==> src/rtl/adf4158_pkg.sv <==
// Shared types and constants for the ADF4158 configuration sequencer.
package adf4158_pkg;

  typedef enum logic [2:0] {
    IDLE  = 3'd0,
    WAIT  = 3'd1,
    SHIFT = 3'd2,
    LATCH = 3'd3,
    GAP   = 3'd4,
    DONE  = 3'd5
  } state_t;

  localparam int WORD_WIDTH = 32;
  localparam int LE_CYCLES  = 4;
  localparam int GAP_CYCLES = 2;
  localparam int SCLK_DIV   = 2;
  localparam int MAX_WORDS  = 16;

  // Control field of each word in send order R7, R6a, R6b, R5a, R5b, R4a, R4b, R3, R2, R1, R0.
  function automatic logic [2:0] ctrl_bits(input int k);
    case (k)
      0:       return 3'd7;
      1, 2:    return 3'd6;
      3, 4:    return 3'd5;
      5, 6:    return 3'd4;
      7:       return 3'd3;
      8:       return 3'd2;
      9:       return 3'd1;
      default: return 3'd0;
    endcase
  endfunction

  function automatic logic [MAX_WORDS*WORD_WIDTH-1:0] default_cfg();
    logic [MAX_WORDS*WORD_WIDTH-1:0] c;
    c = '0;
    for (int k = 0; k < 11; k++) c[k*WORD_WIDTH +: 3] = ctrl_bits(k);
    return c;
  endfunction

endpackage

==> src/rtl/adf4158_spi_tx.sv <==
// Serializes one word MSB first (data stable across an sclk period) and drives le.
module adf4158_spi_tx
  import adf4158_pkg::*;
(
  input  logic                  clk,
  input  logic                  rst,
  input  logic                  load,
  input  logic                  shift_en,
  input  logic                  latch_en,
  input  logic [WORD_WIDTH-1:0] word,
  output logic                  data,
  output logic                  sclk,
  output logic                  le,
  output logic                  word_shifted
);
  localparam int BW = $clog2(WORD_WIDTH);
  localparam int PW = (SCLK_DIV > 2) ? $clog2(SCLK_DIV) : 1;

  logic [WORD_WIDTH-1:0] sr;
  logic [BW-1:0]         bit_cnt;
  logic [PW-1:0]         phase;
  logic                  phase_last;

  // The MSB of the shift register is the data pin itself; it is cleared outside SHIFT.
  assign data         = sr[WORD_WIDTH-1];
  assign phase_last   = (phase == PW'(SCLK_DIV - 1));
  assign word_shifted = phase_last && (bit_cnt == '0);

  always_ff @(posedge clk or posedge rst) begin
    if (rst) begin
      sr      <= '0;
      bit_cnt <= '0;
      phase   <= '0;
      sclk    <= 1'b0;
      le      <= 1'b0;
    end else if (load) begin
      sr      <= word;
      bit_cnt <= BW'(WORD_WIDTH - 1);
      phase   <= '0;
      sclk    <= 1'b0;
      le      <= 1'b0;
    end else if (shift_en) begin
      le <= 1'b0;
      if (phase_last) begin
        phase <= '0;
        sclk  <= 1'b0;
        if (bit_cnt != '0) begin
          bit_cnt <= bit_cnt - 1'b1;
          sr      <= {sr[WORD_WIDTH-2:0], 1'b0};
        end
      end else begin
        phase <= phase + 1'b1;
        sclk  <= (int'(phase) + 1 >= SCLK_DIV / 2);
      end
    end else begin
      sr      <= '0;
      bit_cnt <= '0;
      phase   <= '0;
      sclk    <= 1'b0;
      le      <= latch_en;
    end
  end

endmodule

==> src/rtl/adf4158.sv <==
// ADF4158 power-up configuration sequencer: CE, settle wait, N words over SPI, lock sync.
module adf4158
  import adf4158_pkg::*;
#(
  parameter int                               N_WORDS = 11,
  parameter logic [N_WORDS*WORD_WIDTH-1:0]    CFG     = (N_WORDS*WORD_WIDTH)'(default_cfg()),
  parameter int                               CE_WAIT = 16
) (
  input  logic       clk,
  input  logic       rst,
  input  logic       enable,
  input  logic       muxout,
  output logic       ce,
  output logic       le,
  output logic       sclk,
  output logic       data,
  output logic       txdata,
  output logic       config_done,
  output logic       locked,
  output logic [2:0] dbg_state
);
  localparam int WCW = $clog2(N_WORDS + 1);

  state_t                        state, state_next;
  logic [15:0]                   cnt;
  logic [WCW-1:0]                word_cnt, word_next;
  logic                          word_shifted;
  logic                          mux_meta;
  logic [WORD_WIDTH-1:0]         word;
  logic [N_WORDS*WORD_WIDTH-1:0] cfg_bits;

  assign cfg_bits  = CFG;
  // Indexed by the next word so the serializer loads the right word on the SHIFT entry edge.
  assign word      = cfg_bits[word_next*WORD_WIDTH +: WORD_WIDTH];
  assign txdata    = 1'b0;
  assign dbg_state = state;

  always_comb begin
    state_next = state;
    word_next  = word_cnt;
    if (!enable) begin
      state_next = IDLE;
    end else begin
      case (state)
        IDLE:  state_next = WAIT;
        WAIT:  if (cnt == 16'(CE_WAIT - 1)) state_next = SHIFT;
        SHIFT: if (word_shifted) state_next = LATCH;
        LATCH: if (cnt == 16'(LE_CYCLES - 1)) state_next = GAP;
        GAP: begin
          if (cnt == 16'(GAP_CYCLES - 1)) begin
            if (word_cnt == WCW'(N_WORDS - 1)) begin
              state_next = DONE;
            end else begin
              state_next = SHIFT;
              word_next  = word_cnt + 1'b1;
            end
          end
        end
        DONE:    state_next = DONE;
        default: state_next = IDLE;
      endcase
    end
    if (state_next == IDLE) word_next = '0;
  end

  always_ff @(posedge clk or posedge rst) begin
    if (rst) begin
      state       <= IDLE;
      cnt         <= '0;
      word_cnt    <= '0;
      ce          <= 1'b0;
      config_done <= 1'b0;
    end else begin
      state       <= state_next;
      word_cnt    <= word_next;
      ce          <= (state_next != IDLE);
      config_done <= (state_next == DONE);
      if (state_next != state || state_next == IDLE || state_next == DONE) cnt <= '0;
      else cnt <= cnt + 16'd1;
    end
  end

  always_ff @(posedge clk or posedge rst) begin
    if (rst) begin
      mux_meta <= 1'b0;
      locked   <= 1'b0;
    end else begin
      mux_meta <= muxout;
      locked   <= mux_meta;
    end
  end

  adf4158_spi_tx u_spi_tx (
    .clk          (clk),
    .rst          (rst),
    .load         ((state_next == SHIFT) && (state != SHIFT)),
    .shift_en     (state_next == SHIFT),
    .latch_en     (state_next == LATCH),
    .word         (word),
    .data         (data),
    .sclk         (sclk),
    .le           (le),
    .word_shifted (word_shifted)
  );

endmodule

==> config.mk <==
export PLATFORM = sky130hd
export DESIGN_NAME = adf4158
export DESIGN_NICKNAME = d
export VERILOG_FILES = /design/src/rtl/adf4158_pkg.sv /design/src/rtl/adf4158_spi_tx.sv /design/src/rtl/adf4158.sv
export SDC_FILE = /design/constraint.sdc
export NUM_CORES = 1
export LEC_CHECK = 0
export BUFFER_PORTS_ARGS = -buffer_cell sky130_fd_sc_hd__buf_2
export CAP_MARGIN = 10
export CORE_MARGIN = 2
export CORE_UTILIZATION = 55
export DETAILED_ROUTE_END_ITERATION = 10
export PLACE_DENSITY_LB_ADDON = 0.1
export SLEW_MARGIN = 5
export SYNTH_ARGS = -nofsm -noshare
export SYNTH_HDL_FRONTEND = slang
export SYNTH_SLANG_ARGS = --single-unit
export TNS_END_PERCENT = 30
==> constraint.sdc <==
create_clock -name clk -period 2.3 [get_ports clk]
set_clock_uncertainty 0.05 [all_clocks]
set_input_delay 0.46 -clock clk [delete_from_list [all_inputs] [get_ports clk]]
set_output_delay 0.46 -clock clk [all_outputs]
set_load 0.02 [all_outputs]
==> impl_metrics.prom, run 1 <==
# TYPE chip_impl_metric gauge
chip_impl_info{name="run_status",value="finished, violations left"} 1
chip_impl_info{name="violations",value="setup timing"} 1
chip_impl_metric{name="max_slew.worst_pin.slew",unit="ns"} 0.626
chip_impl_metric{name="timing_max_transition_violations_final",unit=""} 0
chip_impl_metric{name="post_synth_xor_area_fraction",unit="%"} 4.84
chip_impl_metric{name="power_density",unit="nW/um2"} 575
chip_impl_info{name="postSynth.topFlopCell",value="sky130_fd_sc_hd__dfrtp_1"} 1
chip_impl_metric{name="clock_tree.htree_level_count",unit=""} 3
chip_impl_metric{name="worst_ep_required_time",unit="ns"} 2.49
chip_impl_metric{name="dp_hpwl",unit="mm"} 4.65
chip_impl_metric{name="die_h",unit="um"} 81.0
chip_impl_metric{name="worst_slew_margin_rel",unit="%"} 58.2
chip_impl_info{name="tritoncts",value="done"} 1
chip_impl_metric{name="n_antenna_cell",unit=""} 0
chip_impl_metric{name="fraction_of_the_yosys_area_taken_by_sequential_cells",unit="%"} 50.7
chip_impl_metric{name="drcViolationCount",unit=""} 0
chip_impl_metric{name="first_pass_grt_wire_length",unit="mm"} 11.7
chip_impl_info{name="synthDominantAreaCellType",value="sky130_fd_sc_hd__dfrtp_1"} 1
chip_impl_metric{name="dr_vias_cell",unit=""} 5.51
chip_impl_metric{name="setup_viol",unit=""} 19
chip_impl_metric{name="syn_to_final_growth",unit="%"} 25.9
chip_impl_metric{name="route.vias.total",unit=""} 2660
chip_impl_metric{name="first_pass_iters",unit=""} 4
chip_impl_metric{name="vias_in_the_first_global_route",unit=""} 2603
chip_impl_metric{name="synth_mux_area_share",unit="%"} 0
chip_impl_info{name="top_cells_by_area_synth",value="sky130_fd_sc_hd__dfrtp_1, sky130_fd_sc_hd__nand2_1, sky130_fd_sc_hd__a21oi_1"} 1
chip_impl_metric{name="final_weighted_congestion_in_routability_driven_placement",unit=""} 0.831
chip_impl_metric{name="ioPinCount",unit=""} 14
chip_impl_metric{name="detail_route.wirelength",unit="mm"} 6.85
chip_impl_metric{name="asyncSetResetFlopFracSynth",unit="%"} 100
chip_impl_metric{name="layout.cells.non_filler",unit=""} 483
chip_impl_metric{name="fmax",unit="MHz"} 398
chip_impl_metric{name="vdd_ir_drop_max",unit="uV"} 463
chip_impl_info{name="synth.most_common_cell",value="sky130_fd_sc_hd__nand2_1"} 1
chip_impl_metric{name="number_of_buffers_inserted_during_clock_tree_synthesis",unit=""} 9
chip_impl_metric{name="synthesis.area_per_instance",unit="um2"} 9.61
chip_impl_info{name="netlist_top_cells_count",value="sky130_fd_sc_hd__nand2_1, sky130_fd_sc_hd__dfrtp_1, sky130_fd_sc_hd__a21oi_1"} 1
chip_impl_metric{name="yosys.area_share.adder",unit="%"} 3.07
chip_impl_metric{name="min_period_over_period",unit="%"} 109
chip_impl_metric{name="maximum_buffer_depth_of_the_clock_tree",unit=""} 2
chip_impl_metric{name="hold_slack",unit="ns"} 0.141
chip_impl_metric{name="worst_skew_pair.late_latency",unit="ns"} 0.34
chip_impl_metric{name="arrival",unit="ns"} 2.70
chip_impl_metric{name="final_period_minus_worst_setup_slack",unit="ns"} 2.52
chip_impl_info{name="timing.critical_path.from_type",value="flip-flop"} 1
chip_impl_metric{name="yosys.cell_types.count",unit=""} 52
chip_impl_metric{name="final_hold_viol_count",unit=""} 0
chip_impl_metric{name="die_width",unit="um"} 81.0
chip_impl_metric{name="synth_area",unit="um2"} 3260
chip_impl_metric{name="core-area",unit="um2"} 5820
chip_impl_metric{name="synth_edf_count",unit=""} 0
chip_impl_metric{name="floorplan.die_area",unit="um2"} 6560
chip_impl_info{name="synth_top_family_by_area",value="simple AND/OR/NAND/NOR gates"} 1
chip_impl_metric{name="globalRouteOverflowTotal",unit=""} 0
chip_impl_metric{name="synth.top_cell.area_share",unit="%"} 50.7
chip_impl_metric{name="power_leakage",unit="nW"} 1.85
chip_impl_info{name="path_class",value="reg -> reg"} 1
chip_impl_metric{name="synthesized_area_fraction_occupied_by_ao_oa_aoi_and_oai_cells",unit="%"} 14.5
chip_impl_metric{name="pre_cts_slack",unit="ns"} -0.282
chip_impl_metric{name="timing.critical_path.fanout_max",unit=""} 16
chip_impl_metric{name="dp.cells",unit=""} 463
chip_impl_metric{name="clk_transition_reported_paths",unit="ns"} 0.07
chip_impl_metric{name="layout_cells_sized_above_1",unit="%"} 28.2
chip_impl_metric{name="grt_usage",unit="%"} 23.4
chip_impl_metric{name="ys_seq_elements",unit=""} 66
chip_impl_metric{name="maximum_number_of_pins_on_one_net_before_global_route_repair",unit=""} 40
chip_impl_metric{name="fp-row-count",unit=""} 28
chip_impl_metric{name="wire_per_inst",unit="um"} 14.2
chip_impl_metric{name="drt_iter0_markers",unit=""} 124
chip_impl_metric{name="postRouteAntennaNets",unit=""} 0
chip_impl_metric{name="post_synth_and_or_nand_nor_area_fraction",unit="%"} 22.1
chip_impl_metric{name="port-buffer-count",unit=""} 12
chip_impl_metric{name="worst_slack",unit="ns"} -0.216
chip_impl_metric{name="totalNegativeSetupSlack",unit="ns"} -3.64
chip_impl_metric{name="number_of_antenna_violations_at_the_first_check_in_global_routing",unit=""} 0
chip_impl_metric{name="synthesis.nets",unit=""} 351
chip_impl_metric{name="initial_utilization",unit="%"} 56.0
chip_impl_info{name="grt_setup_unrepaired",value="yes"} 1
chip_impl_metric{name="nets",unit=""} 415
chip_impl_metric{name="clock-sinks",unit=""} 66
chip_impl_metric{name="yosys_synthesis_warning_count",unit=""} 0
chip_impl_metric{name="post_synth_inst_count",unit=""} 339
chip_impl_info{name="clock-root-buffer",value="sky130_fd_sc_hd__clkbuf_8"} 1
chip_impl_info{name="holdCritPathClass",value="in -> async"} 1
chip_impl_metric{name="timing.max_cap.violations",unit=""} 0
chip_impl_info{name="worst_setup_path_end_kind",value="flip-flop"} 1
[critical path, stage by stage (launching register included)]
cell	delay [ns]
sky130_fd_sc_hd__dfrtp_1	0.39
sky130_fd_sc_hd__inv_2	0.06
sky130_fd_sc_hd__ha_1	0.14
sky130_fd_sc_hd__or4b_4	0.47
sky130_fd_sc_hd__or2_4	0.26
sky130_fd_sc_hd__a211oi_4	0.27
sky130_fd_sc_hd__a2111oi_4	0.06
sky130_fd_sc_hd__buf_4	0.15
sky130_fd_sc_hd__o311ai_4	0.32
sky130_fd_sc_hd__buf_12	0.18
sky130_fd_sc_hd__nor2_1	0.05
[state kept, by name, summed over array words and instances (netlist names)]
signal / count
u_spi_tx.bit_cnt: 5
u_spi_tx.le: 1
ce: 1
mux_meta: 1
config_done: 1
locked: 1
u_spi_tx.sr: 32
word_cnt: 4
dbg_state: 3
u_spi_tx.phase: 1
cnt: 16
[cells in the final DEF, fill, tap and decap left out, drive strengths merged, types with 3 or more instances in the layout]
cell type  count
nor4           5
clkbuf        11
xnor2          6
and2           3
or3            3
nand4          6
o21ai          8
dfrtp         66
a22o           4
and3           5
nand2         68
ha             8
nand3         11
nor2b          4
xor2          12
buf           70
nor2          26
inv           13
a21oi         35
nor3           7
o21bai         3
[metrics by stage]
stage	utilization, %	cell area, um2	power, mW
after floorplan	-	3260	1.25
final	70.6	4100	2.36
after CTS	69.4	4040	2.38
after global placement	64.6	3750	1.29
after global routing	70.6	4100	2.45
after detailed placement	64.6	3750	1.29
[power by group]
part	switching (mW)	internal, mW	total, mW
clock	0.447	0.636	1.08
sequential	0.00294	1.17	1.17
combinational	0.0673	0.0406	0.108
[area by class of cell]
class,instances,area (um2)
clock inverter,5,77.6
sequential,66,1650
clock buffer,11,141
timing repair buffer,70,541
fill,465,1710
inverter,13,48.8
tap,75,93.8
multi-input combinational,243,1550
[logic make-up (layout without fill, tap and decap cells)]
family,Yosys count,in the layout
adders and majority gates,8,8
DFF,66,66
buffers and inverters,30,99
xor gates and xnor gates,18,18
and+or+nand+nor,149,149
other,1,1
AOI/OAI and AO/OA,67,67
[final timing paths]
| kind | startpoint | end | depth (start not counted) | slack (ns) |
|---|---|---|---|---|
| hold / removal | rst | cnt[7] | 2 | 0.14 |
| setup / recovery | u_spi_tx.bit_cnt[0] | cnt[9] | 10 | -0.22 |
| max in group asynchronous | rst | u_spi_tx.sr[14] | 3 | 1.44 |
| hold reg to reg | mux_meta | locked | 0 | 0.30 |
| setup reg to reg | u_spi_tx.bit_cnt[0] | cnt[9] | 10 | -0.22 |
| min in group clk | muxout | mux_meta | 1 | 0.18 |
[what timing repair did]
| item | CTS | global route |
|---|---|---|
| setup buffers | 3 | 1 |
| gates resized for setup | 11 | 14 |
| hold buffers | 0 | 0 |
| endpoints found under the setup margin | 20 | 51 |
| gates cloned | 0 | 0 |
| pin swaps | 8 | 4 |
[layer usage]
metal / track usage (%) / vias to the layer above / wire [um]
li1: - / 1281 / -
met1: 29.9 / 1324 / 3130
met2: 37.9 / 46 / 3350
met3: 7.56 / 9 / 282
met4: 7.29 / 0 / 80
met5: 0 / - / 0
Power figures use the tool's default switching activity.
==> run 2, diff against run 1 <==
--- a/config.mk
+++ b/config.mk
@@ -8,7 +8,7 @@
 export BUFFER_PORTS_ARGS = -buffer_cell sky130_fd_sc_hd__buf_2
 export CAP_MARGIN = 10
 export CORE_MARGIN = 2
-export CORE_UTILIZATION = 55
+export CORE_UTILIZATION = 50
 export DETAILED_ROUTE_END_ITERATION = 10
 export PLACE_DENSITY_LB_ADDON = 0.1
 export SLEW_MARGIN = 5
==> run 2 against run 1 <==
Compared with the run above: the flow still finishes with violations (setup timing); setup slack better by 0.073 ns; wire length is 6.6% higher; clock power is 11% lower; combinational power is 9% higher; register-to-register slack better by 0.07 ns; sequential power hardly changed; fmax is 3.0% higher; critical path depth stayed put; cell area is 8.1% higher; global-route usage is 2.2 points lower.
==> impl_metrics.prom, run 2 (synthesized netlist as in run 1, its figures left out) <==
# TYPE chip_impl_metric gauge
chip_impl_info{name="run_status",value="finished, violations left"} 1
chip_impl_info{name="violations",value="setup timing"} 1
chip_impl_metric{name="drcViolationCount",unit=""} 0
chip_impl_metric{name="maximum_buffer_depth_of_the_clock_tree",unit=""} 2
chip_impl_metric{name="timing.max_cap.violations",unit=""} 0
chip_impl_info{name="timing.critical_path.from",value="cnt[4]"} 1
chip_impl_metric{name="cts_hold_buffers_added",unit=""} 0
chip_impl_info{name="holdCritPathClass",value="in -> async"} 1
chip_impl_info{name="cp_cell_instances",value="nor4_2 -> buf_4 -> nand3_2 -> buf_6 -> or3_4 -> a21oi_4 -> inv_2 -> ha_4 -> o21bai_1 -> o2111a_1"} 1
chip_impl_metric{name="dp_hpwl",unit="mm"} 4.64
chip_impl_metric{name="worst_skew_pair.late_latency",unit="ns"} 0.34
chip_impl_metric{name="die_width",unit="um"} 84.7
chip_impl_metric{name="worst_slew_margin_rel",unit="%"} 65.0
chip_impl_info{name="reg.largest.list",value="u_spi_tx.sr x32, cnt x16, u_spi_tx.bit_cnt x5"} 1
chip_impl_metric{name="postRouteAntennaNets",unit=""} 0
chip_impl_metric{name="grt_usage",unit="%"} 21.1
chip_impl_metric{name="slowest_delay",unit="ns"} 0.40
chip_impl_info{name="worst_path_slowest_cell",value="sky130_fd_sc_hd__dfrtp_1"} 1
chip_impl_info{name="regMostFlops",value="u_spi_tx.sr"} 1
chip_impl_metric{name="placement.cell_area",unit="um2"} 3800
chip_impl_metric{name="final_core_util",unit="%"} 70.3
chip_impl_metric{name="route.vias.total",unit=""} 2711
chip_impl_metric{name="fp-row-count",unit=""} 29
chip_impl_metric{name="vdd_ir_drop_max",unit="uV"} 359
chip_impl_metric{name="final_hold_viol_count",unit=""} 0
chip_impl_info{name="worst_r2r_startpoint",value="cnt[4]"} 1
chip_impl_metric{name="drt_iter0_markers",unit=""} 103
chip_impl_metric{name="timing_max_transition_violations_final",unit=""} 0
chip_impl_metric{name="nets",unit=""} 434
chip_impl_metric{name="hold_slack",unit="ns"} 0.0415
chip_impl_metric{name="floorplan.die_area",unit="um2"} 7180
chip_impl_metric{name="clock_tree.htree_level_count",unit=""} 3
chip_impl_metric{name="fill_cell_instance_count_of_the_final_layout",unit=""} 483
chip_impl_metric{name="detail_route.wirelength",unit="mm"} 7.30
chip_impl_metric{name="largest_register_ff_count",unit=""} 32
chip_impl_metric{name="totalNegativeSetupSlack",unit="ns"} -2.62
chip_impl_metric{name="vias_in_the_first_global_route",unit=""} 2710
chip_impl_metric{name="clk_transition_reported_paths",unit="ns"} 0.08
chip_impl_metric{name="ioPinCount",unit=""} 14
chip_impl_metric{name="layout.cells.non_filler",unit=""} 504
chip_impl_metric{name="fmax",unit="MHz"} 409
chip_impl_metric{name="first_pass_grt_wire_length",unit="mm"} 12.1
chip_impl_info{name="worst_setup_path_end_kind",value="flip-flop"} 1
chip_impl_info{name="tritoncts",value="done"} 1
chip_impl_metric{name="arrival",unit="ns"} 2.61
chip_impl_metric{name="maximum_number_of_pins_on_one_net_before_global_route_repair",unit=""} 52
chip_impl_metric{name="power_density",unit="nW/um2"} 505
chip_impl_metric{name="worst_slack",unit="ns"} -0.142
chip_impl_metric{name="initial_utilization",unit="%"} 51.6
chip_impl_info{name="layout.cells.most_common_list",value="sky130_fd_sc_hd__buf_4, sky130_fd_sc_hd__nand2_1, sky130_fd_sc_hd__dfrtp_1, sky130_fd_sc_hd__a21oi_2, sky130_fd_sc_hd__nor2_1"} 1
chip_impl_metric{name="number_of_antenna_violations_at_the_first_check_in_global_routing",unit=""} 0
chip_impl_info{name="layout.cells.most_common",value="sky130_fd_sc_hd__buf_4"} 1
chip_impl_metric{name="dr_vias_cell",unit=""} 5.38
chip_impl_info{name="grt_setup_unrepaired",value="yes"} 1
chip_impl_metric{name="layout_cells_sized_above_1",unit="%"} 41.2
chip_impl_metric{name="globalRouteOverflowTotal",unit=""} 0
chip_impl_info{name="path_class",value="reg -> reg"} 1
chip_impl_info{name="clock-root-buffer",value="sky130_fd_sc_hd__clkbuf_8"} 1
chip_impl_metric{name="power_leakage",unit="nW"} 1.95
chip_impl_metric{name="area_of_combinational_cells_with_multiple_inputs",unit="um2"} 1750
chip_impl_metric{name="pre_cts_slack",unit="ns"} -0.391
chip_impl_metric{name="final_weighted_congestion_in_routability_driven_placement",unit=""} 0.821
chip_impl_metric{name="wire_per_inst",unit="um"} 14.5
chip_impl_metric{name="timing.critical_path.fanout_max",unit=""} 5
chip_impl_metric{name="max_slew.worst_pin.slew",unit="ns"} 0.522
chip_impl_metric{name="summed_area_of_non_filler_cells_in_the_final_layout",unit="um2"} 4440
chip_impl_metric{name="clock-sinks",unit=""} 66
chip_impl_info{name="timing.critical_path.from_type",value="flip-flop"} 1
chip_impl_info{name="critical_path.reg2reg.endpoint",value="u_spi_tx.sr[0]"} 1
chip_impl_metric{name="setup_viol",unit=""} 50
chip_impl_metric{name="final_period_minus_worst_setup_slack",unit="ns"} 2.44
chip_impl_metric{name="first_pass_iters",unit=""} 5
chip_impl_metric{name="min_period_over_period",unit="%"} 106
chip_impl_metric{name="port-buffer-count",unit=""} 12
chip_impl_metric{name="setup.reg_to_reg.worst_slack",unit="ns"} -0.14
chip_impl_info{name="worstSetupEndpoint",value="u_spi_tx.sr[0]"} 1
chip_impl_metric{name="dp.cells",unit=""} 471
chip_impl_metric{name="rr_worst_depth",unit=""} 10
chip_impl_metric{name="syn_to_final_growth",unit="%"} 36.1
chip_impl_metric{name="n_antenna_cell",unit=""} 0
chip_impl_metric{name="totalPowerFinal",unit="mW"} 2.24
chip_impl_metric{name="seqCellArea",unit="um2"} 1650
chip_impl_metric{name="die_h",unit="um"} 84.7
chip_impl_metric{name="core-area",unit="um2"} 6310
chip_impl_metric{name="worst_ep_required_time",unit="ns"} 2.47
chip_impl_metric{name="number_of_buffers_inserted_during_clock_tree_synthesis",unit=""} 9
==> run 2: repair_timing <==
item,CTS,global route
pin swaps,21,10
buffers inserted,10,7
gates resized for setup,38,39
endpoints found under the hold margin,0,0
endpoints found under the setup margin,49,54
==> run 2: routing by layer <==
layer | share of wire, % | vias to the layer above | GRT usage (%) | wire (um)
met5 | 0 | - | 0 | 0
met4 | 1.2 | 0 | 8.08 | 85
met3 | 3.3 | 8 | 4.82 | 242
met2 | 50 | 49 | 33.9 | 3630
met1 | 46 | 1333 | 28.1 | 3340
li1 | - | 1321 | - | -
==> run 2: cell type report <==
type                    count  area share (%)
clock inverters             7            1.55
inverters                  13            1.10
flip-flops and latches     66            37.2
repair buffers             89            15.8
well taps                  77            2.17
clock buffers               9            2.79
multi-input cells         243            39.4
==> run 2: worst min path at each step <==
stage / start / end / slack (ns)
3_3_place_gp: mux_meta / locked / 0.28
3_5_place_dp: mux_meta / locked / 0.29
5_1_grt: rst / word_cnt[0] / 0.06
6_report: rst / word_cnt[0] / 0.04
2_1_floorplan: mux_meta / locked / 0.28
4_1_cts: rst / word_cnt[3] / 0.04
==> run 2: power by group <==
group          internal, mW  switching (mW)
sequential             1.17         0.00315
clock                 0.498           0.458
combinational        0.0461          0.0717
total                  1.71           0.533
==> run 2: critical path: cells and delay by family, from the launching register on <==
kind | cells | cell delay (ns)
flip-flops | 1 | 0.40
buffers and inverters | 3 | 0.38
AND/OR/NAND/NOR | 3 | 0.76
adder cells (fa/ha/maj) | 1 | 0.25
AO/OA/AOI/OAI | 3 | 0.49
